[src/rtl/genius_pkg.sv]
// Shared types and constants for the Genius game button front-end.
package genius_pkg;

    typedef enum logic [1:0] {
        ST_IDLE   = 2'd0,
        ST_HOLD   = 2'd1,
        ST_REPEAT = 2'd2
    } btn_state_e;

    localparam logic [1:0] BTN_CODE_NONE = 2'd0;
    localparam logic [1:0] BTN_CODE_0    = 2'd1;
    localparam logic [1:0] BTN_CODE_1    = 2'd2;
    localparam logic [1:0] BTN_CODE_2    = 2'd3;

    localparam int DEBOUNCE_CYCLES_DEF = 500000;
    localparam int REPEAT_CYCLES_DEF   = 25000000;

    function automatic int max_int(input int a, input int b);
        return (a > b) ? a : b;
    endfunction

endpackage

[src/rtl/btn_debounce_cell.sv]
// One button: 2-FF synchronizer (inverted to active-high) plus a debounce
// counter that flips the accepted level after DEBOUNCE_CYCLES of disagreement.
module btn_debounce_cell #(
    parameter int DEBOUNCE_CYCLES = 4,
    parameter int CNT_W           = 4
) (
    input  logic clock,
    input  logic reset,
    input  logic btn_n,
    output logic level
);

    localparam logic [CNT_W-1:0] CNT_LAST = CNT_W'(DEBOUNCE_CYCLES - 1);
    localparam logic [CNT_W-1:0] CNT_MAX  = '1;

    logic             sync1, sync2;
    logic [CNT_W-1:0] cnt;

    always_ff @(posedge clock or negedge reset) begin
        if (!reset) begin
            sync1 <= 1'b0;
            sync2 <= 1'b0;
            cnt   <= '0;
            level <= 1'b0;
        end else begin
            sync1 <= ~btn_n;
            sync2 <= sync1;
            if (sync2 == level) begin
                cnt <= '0;
            end else if (cnt >= CNT_LAST) begin
                level <= sync2;
                cnt   <= '0;
            end else if (cnt != CNT_MAX) begin
                cnt <= cnt + 1'b1;
            end
        end
    end

endmodule

[src/rtl/btn_press_encoder.sv]
// Button conditioning and press encoder feeding the game FSM.
// Optional auto-repeat while a single button is held: define BTN_REPEAT_EN.
module btn_press_encoder
    import genius_pkg::*;
#(
    parameter int N_BTN           = 3,
    parameter int DEBOUNCE_CYCLES = DEBOUNCE_CYCLES_DEF,
    parameter int REPEAT_CYCLES   = REPEAT_CYCLES_DEF
) (
    input  logic             clock,
    input  logic             reset,
    input  logic [N_BTN-1:0] btn_n,
    output logic             press,
    output logic [1:0]       press_code,
    output logic             multi_press,
    output logic [N_BTN-1:0] btn_level,
    output logic             busy
);

    localparam int CNT_W = $clog2(max_int(DEBOUNCE_CYCLES, REPEAT_CYCLES)) + 1;

    genvar g;
    generate
        for (g = 0; g < N_BTN; g++) begin : g_cell
            btn_debounce_cell #(
                .DEBOUNCE_CYCLES(DEBOUNCE_CYCLES),
                .CNT_W          (CNT_W)
            ) u_cell (
                .clock (clock),
                .reset (reset),
                .btn_n (btn_n[g]),
                .level (btn_level[g])
            );
        end
    endgenerate

    logic       any_held, single;
    logic [1:0] enc;

    always_comb begin
        enc = BTN_CODE_NONE;
        for (int i = N_BTN - 1; i >= 0; i--)
            if (btn_level[i]) enc = 2'(i + 1);
    end

    assign any_held = (btn_level != '0);
    assign single   = any_held && ((btn_level & (btn_level - N_BTN'(1))) == '0);

    btn_state_e state, state_nx;
    logic       rep_fire;

`ifdef BTN_REPEAT_EN
    localparam logic [CNT_W-1:0] REP_LAST = CNT_W'(REPEAT_CYCLES - 1);
    localparam logic [CNT_W-1:0] REP_MAX  = '1;
    logic [CNT_W-1:0] rep_cnt;

    assign rep_fire = (state == ST_HOLD) && single && (rep_cnt >= REP_LAST);

    // Restarts on accept, on every repeat, and whenever the hold is not a lone button.
    always_ff @(posedge clock or negedge reset) begin
        if (!reset)
            rep_cnt <= '0;
        else if (state == ST_IDLE || !single || rep_fire)
            rep_cnt <= '0;
        else if (rep_cnt != REP_MAX)
            rep_cnt <= rep_cnt + 1'b1;
    end
`else
    assign rep_fire = 1'b0;
`endif

    always_ff @(posedge clock or negedge reset) begin
        if (!reset) state <= ST_IDLE;
        else        state <= state_nx;
    end

    always_comb begin
        state_nx = ST_IDLE;
        case (state)
            ST_IDLE:   state_nx = any_held ? ST_HOLD : ST_IDLE;
            ST_HOLD: begin
                if (!any_held)     state_nx = ST_IDLE;
                else if (rep_fire) state_nx = ST_REPEAT;
                else               state_nx = ST_HOLD;
            end
`ifdef BTN_REPEAT_EN
            ST_REPEAT: state_nx = any_held ? ST_HOLD : ST_IDLE;
`endif
            default:   state_nx = ST_IDLE;
        endcase
    end

    logic       press_d, multi_d;
    logic [1:0] code_d;

    always_comb begin
        press_d = 1'b0;
        multi_d = 1'b0;
        code_d  = press_code;
        if (state == ST_IDLE && any_held) begin
            if (single) begin
                press_d = 1'b1;
                code_d  = enc;
            end else begin
                multi_d = 1'b1;
                code_d  = BTN_CODE_NONE;
            end
        end else if (rep_fire && any_held) begin
            press_d = 1'b1;
        end
    end

    always_ff @(posedge clock or negedge reset) begin
        if (!reset) begin
            press       <= 1'b0;
            multi_press <= 1'b0;
            press_code  <= BTN_CODE_NONE;
        end else begin
            press       <= press_d;
            multi_press <= multi_d;
            press_code  <= code_d;
        end
    end

    assign busy = (state != ST_IDLE);

endmodule

[config.mk]
export PLATFORM = sky130hd
export DESIGN_NAME = btn_press_encoder
export DESIGN_NICKNAME = d
export VERILOG_FILES = /design/src/rtl/genius_pkg.sv /design/src/rtl/btn_debounce_cell.sv /design/src/rtl/btn_press_encoder.sv
export SDC_FILE = /design/constraint.sdc
export NUM_CORES = 1
export LEC_CHECK = 0
export CAP_MARGIN = 20
export CORE_MARGIN = 8
export CORE_UTILIZATION = 40
export CTS_CLUSTER_SIZE = 12
export DETAILED_ROUTE_END_ITERATION = 10
export GPL_TIMING_DRIVEN = 0
export PLACE_DENSITY = 0.6
export SETUP_SLACK_MARGIN = 0.3
export SLEW_MARGIN = 20
export SYNTH_ARGS = -nofsm -noshare
export SYNTH_HDL_FRONTEND = slang
export SYNTH_SLANG_ARGS = --single-unit
[constraint.sdc]
create_clock -name clock -period 2.08 [get_ports clock]
set_input_delay 0.208 -clock clock [delete_from_list [all_inputs] [get_ports clock]]
set_output_delay 0.208 -clock clock [all_outputs]
set_load 0.01 [all_outputs]
==> results.py <==
metrics = {
    "floorplan": {
        "die-area_um2": 14300,
        "std_cell_rows": 37,
        "fp.coreArea_um2": 10400,
        "die_width_um": 119,
        "chipHeight_um": 119,
        "pin_count": 13,
        "initial_core_utilization": 0.412,
    },
    "setup_path": {
        "worst_path_fanout_max": 5,
        "cp.required_ns": 2.39,
        "timing.critical_path.from_type": "flop",
        "worstSetupEndpointType": "flop",
        "crit_arrival_ns": 2.29,
        "crit_type": "flop to flop",
    },
    "pwr": {
        "seqPwrFrac": 0.540,
        "power.net_switching_mw": 0.796,
        "power.total_mw": 3.43,
        "pwr-share-comb": 0.060,
        "clkPwrFrac": 0.399,
        "power.share.switching": 0.232,
        "power.ir.vdd_worst_uv": 366,
        "power-per-cell-area_nw_per_um2": 578,
        "leakage_nw": 2.32,
        "internal_power_mw": 2.63,
    },
    "timing": {
        "setup_tns_ns": 0,
        "finalWorstSetupSlack_ns": 0.0995,
        "layout_worst_path_cycle_share": 0.952,
        "finalWorstPathRequiredPeriod_ns": 1.98,
        "final-hold-violation-count": 0,
        "fin_hold_ws_ns": 0.303,
        "achievable-frequency_mhz": 505,
        "fin_worst_skew_ns": 0.00793,
        "slew_headroom": 0.667,
        "unrepaired_setup_endpoints_after_global_routing": "yes",
        "report.final.setup_viol": 0,
        "final_max_slew_viol_count": 0,
        "tightest_slew_ns": 0.495,
    },
    "cells_and_area": {
        "final_core_utilization": 0.572,
        "layout.filler_cells": 899,
        "final_nets": 520,
        "layout-drive-gt1-share": 0.337,
        "final-seq-area_um2": 2310,
        "area.growth.synth_to_final_pct": 38.6,
        "antennaDiodeCount": 0,
        "multi_input_comb_area_um2": 2410,
    },
    "synth": {
        "postSynthAreaPerCell_um2": 10.1,
        "synth.cell_area_um2": 4280,
        "synth.yosys.warnings": 0,
        "synth_seq_cells": 92,
        "yosysUniqueCellTypes": 48,
        "seq_area_frac_synth": 0.538,
        "post_synth_edffs": 0,
        "async_flop_share": 1.00,
        "synthFlopType": "sky130_fd_sc_hd__dfrtp_1",
        "syn_inst": 422,
    },
    "clock_tree": {
        "clk_path_buf_depth": 2,
        "tritoncts_buffers": 9,
        "clkTransAtPathRegs_ns": 0.09,
        "numClockSinks": 92,
        "tritoncts_clock_tree": "built",
        "worst_skew_pair.late_latency_ns": 0.37,
        "cts.root.buffer_cell": "sky130_fd_sc_hd__clkbuf_8",
        "cts-htree-levels": 3,
    },
    "global_routing": {
        "grt.total_usage": 0.156,
        "grt_pass1_wl_um": 18000,
        "grt_max_degree": 55,
        "first_global_vias": 3675,
        "globalRoute.totalOverflow": 0,
        "grt_antenna_before_repair": 0,
    },
    "placed_design": {
        "place.gp.congestion": 0.850,
        "pre_cts_slack_ns": -0.254,
        "place_hpwl_um": 6170,
        "numPortBuffers": 12,
    },
    "hold_path": {
        "min-delay-path-class": "input port to flop",
    },
    "route": {
        "drt-initial-drc-count": 179,
        "post_drt_via_cell_ratio": 5.51,
        "drt_pass_1_iters": 4,
        "vias": 3596,
        "drc_errors": 0,
        "final_antenna_net_count": 0,
        "drt-wirelength-per-cell_um": 16.3,
        "drt-total-wl_um": 10600,
    },
    "run_status": {
        "run_status": "finished, final reports clean",
    },
    "job": {
        "drv.max_cap_violation_count": 0,
    },
}
-- per-stage QoR --
stage	area, µm²	std cells
floorplan	4490	442
global placement	4780	590
detailed placement	4800	591
CTS	5720	648
global route	5930	653
finish	5930	653
-- what timing repair did --
| action | in CTS | in global routing |
|---|---|---|
| endpoints found under the setup margin | 60 | 60 |
| gates resized for setup | 86 | 46 |
| endpoints found under the hold margin | 38 | 0 |
| hold buffers | 1 | 0 |
| setup buffers | 34 | 5 |
| pin swaps | 18 | 7 |
| gates cloned | 6 | 0 |
-- layout by cell type, fill, tap and decap left out, drive strengths merged, types with 13 or more instances in the layout --
cell / Yosys / routed
nand2: 20 / 20
nor2: 37 / 37
conb: 1 / 21
a21oi: 36 / 36
nand3: 24 / 24
buf: 6 / 56
xnor2: 16 / 16
xor2: 13 / 13
nand4: 23 / 23
clkbuf: 14 / 22
o21ai: 24 / 24
dfrtp: 92 / 92
-- power groups by stage --
stage	Sequential [mW]	Clock [mW]	Combinational, mW
2_1_floorplan	1.89	0	0.0856
3_3_place_gp	1.89	0	0.183
3_5_place_dp	1.89	0	0.191
4_1_cts	1.85	1.40	0.207
5_1_grt	1.86	1.47	0.231
6_report	1.85	1.37	0.207
-- cells in the mapped netlist, drive strengths merged (2+ instances only) --
library cell / number / area, µm²
o22a: 2 / 17.5
xor2: 13 / 114
inv: 8 / 30.0
o21ai: 24 / 120
and3: 10 / 62.6
or2: 2 / 12.5
mux2: 4 / 48.8
buf: 6 / 38.8
a31oi: 8 / 50.1
dfrtp: 92 / 2300
a211oi: 7 / 52.6
nand4: 23 / 144
nor2: 37 / 141
and4: 8 / 70.1
ha: 3 / 37.5
o211ai: 3 / 22.5
or3: 9 / 56.3
nand2: 20 / 75.1
xnor2: 16 / 148
a21oi: 36 / 180
nand3: 24 / 120
or4: 8 / 60.1
nor3: 11 / 60.1
a311oi: 4 / 35.0
mux2i: 2 / 20.0
nor4: 10 / 62.6
o21a: 2 / 15.0
o41ai: 2 / 17.5
and2: 5 / 31.3
clkbuf: 14 / 53.8
-- layer usage --
| layer | part of all wire | wire length, µm | global-route usage |
|---|---|---|---|
| met1 | 0.45 | 4740 | 0.194 |
| met2 | 0.50 | 5350 | 0.256 |
| met3 | 0.030 | 315 | 0.0298 |
| met4 | 0.022 | 231 | 0.0742 |
| met5 | 0 | 0 | 0 |
-- worst paths after layout --
path | start | endpoint | slack (ns) | cells past startpoint
worst max-delay path | g_cell[2].u_cell.cnt[5]$_DFFE_PN0P_ | g_cell[2].u_cell.cnt[0]$_DFFE_PN0P_ | 0.1 | 6
worst min-delay path | btn_n[1] | g_cell[1].u_cell.sync1$_DFF_PN0_ | 0.30 | 2
worst max register to register | g_cell[2].u_cell.cnt[5]$_DFFE_PN0P_ | g_cell[2].u_cell.cnt[0]$_DFFE_PN0P_ | 0.1 | 6
worst min register to register | g_cell[2].u_cell.sync1$_DFF_PN0_ | g_cell[2].u_cell.sync2$_DFF_PN0_ | 0.35 | 0
max in group asynchronous | reset | g_cell[2].u_cell.cnt[15]$_DFFE_PN0P_ | 1.16 | 3
min in group asynchronous | reset | g_cell[0].u_cell.cnt[0]$_DFFE_PN0P_ | 0.31 | 2
-- worst max-delay path: stages, from the launching register on --
cell	delay (ns)
sky130_fd_sc_hd__dfrtp_1	0.45
sky130_fd_sc_hd__nand3_2	0.17
sky130_fd_sc_hd__or4_4	0.56
sky130_fd_sc_hd__or2_4	0.27
sky130_fd_sc_hd__buf_6	0.14
sky130_fd_sc_hd__mux2_4	0.26
sky130_fd_sc_hd__nor2_2	0.08
-- sequential cells by signal, indices dropped and copies added (netlist names) --
register / flops
state: 1
g_cell.u_cell.cnt: 78
multi_press: 1
g_cell.u_cell.sync1: 3
g_cell.u_cell.level: 3
press: 1
g_cell.u_cell.sync2: 3
press_code: 2
-- logic make-up after synthesis --
logic type / count (synthesis) / synth area share
AOI/OAI and AO/OA: 93 / 0.131
xor gates and xnor gates: 29 / 0.0612
adders and majority gates: 3 / 0.00878
buffers and inverters: 28 / 0.0287
DFF: 92 / 0.538
muxes: 6 / 0.0161
other: 1 / 0.000877
and+or+nand+nor: 170 / 0.215
-- area by class of cell --
cell class / instances / share of cell area
Clock buffer: 11 / 0.0239
Tap cell: 136 / 0.0287
Multi-Input combinational cell: 322 / 0.406
Buffer: 20 / 0.0350
Inverter: 8 / 0.00507
Timing Repair Buffer: 59 / 0.0969
Sequential cell: 92 / 0.390
Clock inverter: 5 / 0.0141
Power figures use the tool's default switching activity.
